### config.mk
export PLATFORM = sky130hd
export DESIGN_NAME = bcd_countdown_timer
export DESIGN_NICKNAME = d
export VERILOG_FILES = /design/src/rtl/bcd_countdown_timer.sv
export SDC_FILE = /design/constraint.sdc
export NUM_CORES = 1
export LEC_CHECK = 0
export ABC_AREA = 1
export BUFFER_PORTS_ARGS = -buffer_cell sky130_fd_sc_hd__buf_2
export CORE_MARGIN = 2
export CORE_UTILIZATION = 55
export DETAILED_ROUTE_END_ITERATION = 10
export PLACE_DENSITY = 0.79
export SETUP_SLACK_MARGIN = 0.15
export SLEW_MARGIN = 10
export SYNTH_ARGS = -nofsm -noshare
export SYNTH_HDL_FRONTEND = slang
export SYNTH_SLANG_ARGS = --single-unit
### constraint.sdc
create_clock -name clock -period 1.8 [get_ports clock]
set_input_delay 0.09 -clock clock [delete_from_list [all_inputs] [get_ports clock]]
set_output_delay 0.09 -clock clock [all_outputs]
set_load 0.005 [all_outputs]
### src/rtl/bcd_countdown_timer.sv
// Two-digit BCD countdown engine: loads a preset, counts Remain down to 00
// on prescaled tick enables and produces the matching elapsed up-count.
module bcd_countdown_timer #(
    parameter int unsigned TICKS_PER_STEP = 1
) (
    input  logic       clock,
    input  logic       reset,
    input  logic       TickEn,
    input  logic       Start,
    input  logic       Pause,
    input  logic       Clear,
    input  logic [3:0] PresetH,
    input  logic [3:0] PresetL,
    output logic [7:0] RemainOut,
    output logic [7:0] ElapsedOut,
    output logic       Running,
    output logic       Done,
    output logic       DonePulse
);

    localparam int unsigned PW = 8;
    localparam int unsigned DW = 8;
    localparam logic [PW-1:0] PRESC_LAST = PW'(TICKS_PER_STEP - 1);

    typedef enum logic [1:0] {
        S_IDLE   = 2'd0,
        S_RUN    = 2'd1,
        S_PAUSED = 2'd2,
        S_DONE   = 2'd3
    } state_t;

    state_t          state_q, state_d;
    logic [DW-1:0]   remain_q, remain_d;
    logic [DW-1:0]   elapsed_q, elapsed_d;
    logic [PW-1:0]   presc_q, presc_d;
    logic            running_q, running_d;
    logic            done_q, done_d;
    logic            pulse_q, pulse_d;
    logic [DW-1:0]   preset_c;

    function automatic logic [3:0] clamp_digit(input logic [3:0] d);
        return (d > 4'd9) ? 4'd9 : d;
    endfunction

    function automatic logic [7:0] bcd_dec(input logic [7:0] v);
        if (v[3:0] == 4'd0) return {v[7:4] - 4'd1, 4'd9};
        return {v[7:4], v[3:0] - 4'd1};
    endfunction

    function automatic logic [7:0] bcd_inc(input logic [7:0] v);
        if (v[3:0] == 4'd9) return {v[7:4] + 4'd1, 4'd0};
        return {v[7:4], v[3:0] + 4'd1};
    endfunction

    assign preset_c = {clamp_digit(PresetH), clamp_digit(PresetL)};

    // Next-state and registered-output intent; Clear outranks Start/Pause/TickEn.
    always_comb begin
        state_d   = state_q;
        remain_d  = remain_q;
        elapsed_d = elapsed_q;
        presc_d   = presc_q;
        pulse_d   = 1'b0;

        if (Clear) begin
            state_d   = S_IDLE;
            remain_d  = 8'h00;
            elapsed_d = 8'h00;
            presc_d   = '0;
        end else begin
            case (state_q)
                S_IDLE, S_DONE: begin
                    if (Start) begin
                        elapsed_d = 8'h00;
                        presc_d   = '0;
                        if (preset_c == 8'h00) begin
                            state_d  = S_DONE;
                            remain_d = 8'h00;
                            pulse_d  = 1'b1;
                        end else begin
                            state_d  = S_RUN;
                            remain_d = preset_c;
                        end
                    end
                end
                S_RUN: begin
                    if (Pause) begin
                        state_d = S_PAUSED;
                    end else if (TickEn) begin
                        if (presc_q == PRESC_LAST) begin
                            presc_d   = '0;
                            remain_d  = bcd_dec(remain_q);
                            elapsed_d = bcd_inc(elapsed_q);
                            if (remain_q == 8'h01) begin
                                state_d = S_DONE;
                                pulse_d = 1'b1;
                            end
                        end else begin
                            presc_d = presc_q + PW'(1);
                        end
                    end
                end
                S_PAUSED: begin
                    if (Start && !Pause) state_d = S_RUN;
                end
                default: state_d = S_IDLE;
            endcase
        end

        running_d = (state_d == S_RUN);
        done_d    = (state_d == S_DONE);
    end

    always_ff @(posedge clock) begin
        if (reset) begin
            state_q   <= S_IDLE;
            remain_q  <= 8'h00;
            elapsed_q <= 8'h00;
            presc_q   <= '0;
            running_q <= 1'b0;
            done_q    <= 1'b0;
            pulse_q   <= 1'b0;
        end else begin
            state_q   <= state_d;
            remain_q  <= remain_d;
            elapsed_q <= elapsed_d;
            presc_q   <= presc_d;
            running_q <= running_d;
            done_q    <= done_d;
            pulse_q   <= pulse_d;
        end
    end

    assign RemainOut  = remain_q;
    assign ElapsedOut = elapsed_q;
    assign Running    = running_q;
    assign Done       = done_q;
    assign DonePulse  = pulse_q;

endmodule

==> flow_metrics.tcl <==
set metrics [dict create \
    status "finished clean" \
    clock_latency_ns 0.35 \
    register_area_um2 585.6 \
    min_path_type "primary input to flip-flop" \
    fin_crit_sh_pct 89.95 \
    synth.avg_cell_area_um2 6.547 \
    netlist_instances 279 \
    dp_hpwl_um 3193 \
    synth_warnings 0 \
    async_flop_share_pct 0 \
    power_density_nw_per_um2 668.9 \
    drt-total-wl_um 4799 \
    synth_area_leaders "dfxtp_1 (32%), nand2_1 (15%), nor2_1 (8.8%), inv_1 (7.6%), ha_1 (6.8%)" \
    combPwrFrac_pct 19.6 \
    mostFrequentLayoutCells "nand2_1 (69), nor2_1 (39), inv_1 (35), buf_2 (32), dfxtp_1 (27)" \
    slew_violations 0 \
    endpoint_kind "flip-flop" \
    synth_edf_count 0 \
    ys_ff_latch 29 \
    p_int_mw 1.108 \
    synth_ff_type "dfxtp_1" \
    p_clk_share_pct 37.3 \
    gp_congestion 0.8535 \
    switching_share_pct 28.63 \
    root_buffer "clkbuf_4" \
    synth_nets 303 \
    finalHoldViolCount 0 \
    yosysSeqAreaShare_pct 31.78 \
    rsz0062_at_grt "true" \
    cp.arrival_ns 1.87 \
    design_area_um2 2321 \
    synth_largest_area_cell "dfxtp_1" \
    via_per_inst 5.276 \
    grt_pass1_wl_um 7189 \
    p_switching_mw 0.4444 \
    cts_made_buffers 5 \
    power.share.sequential_pct 43.1 \
    grt-ovfl-total 0 \
    synth_cell_types 29 \
    multiInputGateArea_um2 1202 \
    finalCriticalPeriod_ns 1.619 \
    maxCapViolations 0 \
    yosys.area.top_type_share_pct 31.78 \
    stdcell_count 373 \
    synth_area_um2 1827 \
    tightest_slew_ns 0.3003 \
    dpl-instance-area_um2 2063 \
    finalSetupTns_ns 0 \
    initial_utilization_pct 58.87 \
    setup_viol_count_final 0 \
    area_delta_synth_final_pct 27.06 \
    grt_max_degree 16 \
    die_h_um 61.63 \
    final_common_cell "nand2_1" \
    holdPathStages 3 \
    vdd_drop_max_uv 445.3 \
    ff2ff_setup_slack_ns 0.18 \
    leakage_nw 1.119 \
    clockBufferDepth 2 \
    fin_nets 352 \
    r2r_cells 10 \
    cp_data_required_time_ns 2.05 \
    cts_max_level 2 \
    dieArea_um2 3798 \
    start_kind "flip-flop" \
    io_pins 33 \
    power_mw 1.552 \
    fillers 271 \
    dr.pass1.iters 4 \
    ant_nets 0 \
    drive_gt1_share_pct 24.62 \
    die_w_um 61.63 \
    fmax_mhz 617.7 \
    dp_worst_setup_slack_ns 0.005227 \
    core_um2 3103 \
    io_buffers 32 \
    worstSetupPathType "flip-flop to flip-flop" \
    place_inst 358 \
    clk_pin_slew_ns 0.09 \
    antenna_found_initial 0 \
    grt_use_total_pct 25.61 \
    skew_ns 0.006974 \
    wl_per_cell_um 12.87 \
    num_vias 1968 \
    drc 0 \
    relSlewSlack_pct 79.90 \
    cts_tree "done" \
    grt_pass1_vias 1623 \
    drt-initial-drc-count 132 \
    timing.final.ws_setup_ns 0.1810 \
    cts.sinks 29 \
    worstPathMaxFanout 6 \
    antenna_cells 0 \
    rows 20 \
]
cell families after synthesis:
group,after synthesis,share of synthesized area [%]
AOI/OAI and AO/OA,34,10.62
xor gates and xnor gates,5,2.397
adders and majority gates,10,6.849
buffers and inverters,41,8.903
DFF,29,31.78
and+or+nand+nor,160,39.45
Yosys cell counts (2+ instances only):
cell     instances
dfxtp_1         29
nand3_1         23
xor2_1           4
nand2_4          3
nand2_1         72
nor2_1          43
a21oi_1         13
ha_1            10
nor3_1           6
o22ai_1          2
o21ai_0         13
inv_1           37
o21ai_2          2
o21ai_1          2
nand2_2          2
nand4_1          5
critical path: stages (launching register included):
cell and delay [ns]:
dfxtp_4 0.37, buf_4 0.15, ha_4 0.20, nand2_4 0.08
o21ai_2 0.07, nor2_4 0.26, nand3_2 0.16, nand2_2 0.11
nand2_1 0.05, nand2_1 0.05, inv_1 0.03
sequential cells by signal, indices dropped and copies added (netlist names):
| signal | cells |
|---|---|
| ElapsedOut | 8 |
| RemainOut | 8 |
| presc_q | 8 |
| state_q | 2 |
| Done | 1 |
| DonePulse | 1 |
| Running | 1 |
worst paths after layout:
| check | start | endpoint |
|---|---|---|
| min reg2reg | presc_q[7]$_SDFFE_PP0P_ | presc_q[7]$_SDFFE_PP0P_ |
| min | Clear | Running$_SDFF_PP0_ |
| max | state_q[0]$_SDFF_PP0_ | ElapsedOut[6]$_SDFFE_PP0P_ |
| max reg2reg | state_q[0]$_SDFF_PP0_ | ElapsedOut[6]$_SDFFE_PP0P_ |
per-stage QoR:
stage	hold WS (ns)	utilization, %
6_report	0.007468	74.80
5_1_grt	0.04946	74.80
4_1_cts	0.008741	71.49
3_5_place_dp	0.2867	66.49
3_3_place_gp	0.2840	66.49
2_1_floorplan	0.1624	-
metal layers:
layer | wire length [µm] | GRT usage (%) | up-vias
met5 | 0 | 0 | -
met3 | 382 | 6.933 | 18
met1 | 2060 | 34.36 | 880
met4 | 148 | 6.383 | 0
li1 | - | - | 992
met2 | 2208 | 40.90 | 78
power by group through the flow:
| stage | Clock, mW | Sequential (mW) | Combinational [mW] |
|---|---|---|---|
| 4_1_cts | 0.576 | 0.669 | 0.271 |
| 3_5_place_dp | 0 | 0.684 | 0.248 |
| 6_report | 0.579 | 0.669 | 0.305 |
| 2_1_floorplan | 0 | 0.683 | 0.170 |
| 3_3_place_gp | 0 | 0.684 | 0.244 |
| 5_1_grt | 0.601 | 0.671 | 0.336 |
repair_timing:
| item | in CTS | in global routing |
|---|---|---|
| endpoints found under the hold margin | 1 | 0 |
| hold buffers | 1 | 0 |
| pin swaps | 2 | 9 |
| buffers inserted | 1 | 3 |
| cloned | 0 | 2 |
| resized for setup | 13 | 20 |
| endpoints found under the setup margin | 25 | 26 |
cell type report:
| class | count | share of cell area (%) |
|---|---|---|
| clock buffers | 7 | 2.372 |
| clock inverters | 1 | 1.294 |
| inverters | 39 | 6.523 |
| multi-input cells | 211 | 51.81 |
| flip-flops and latches | 29 | 25.23 |
| well taps | 44 | 2.372 |
| repair buffers | 42 | 10.40 |
Power figures use the tool's default switching activity.
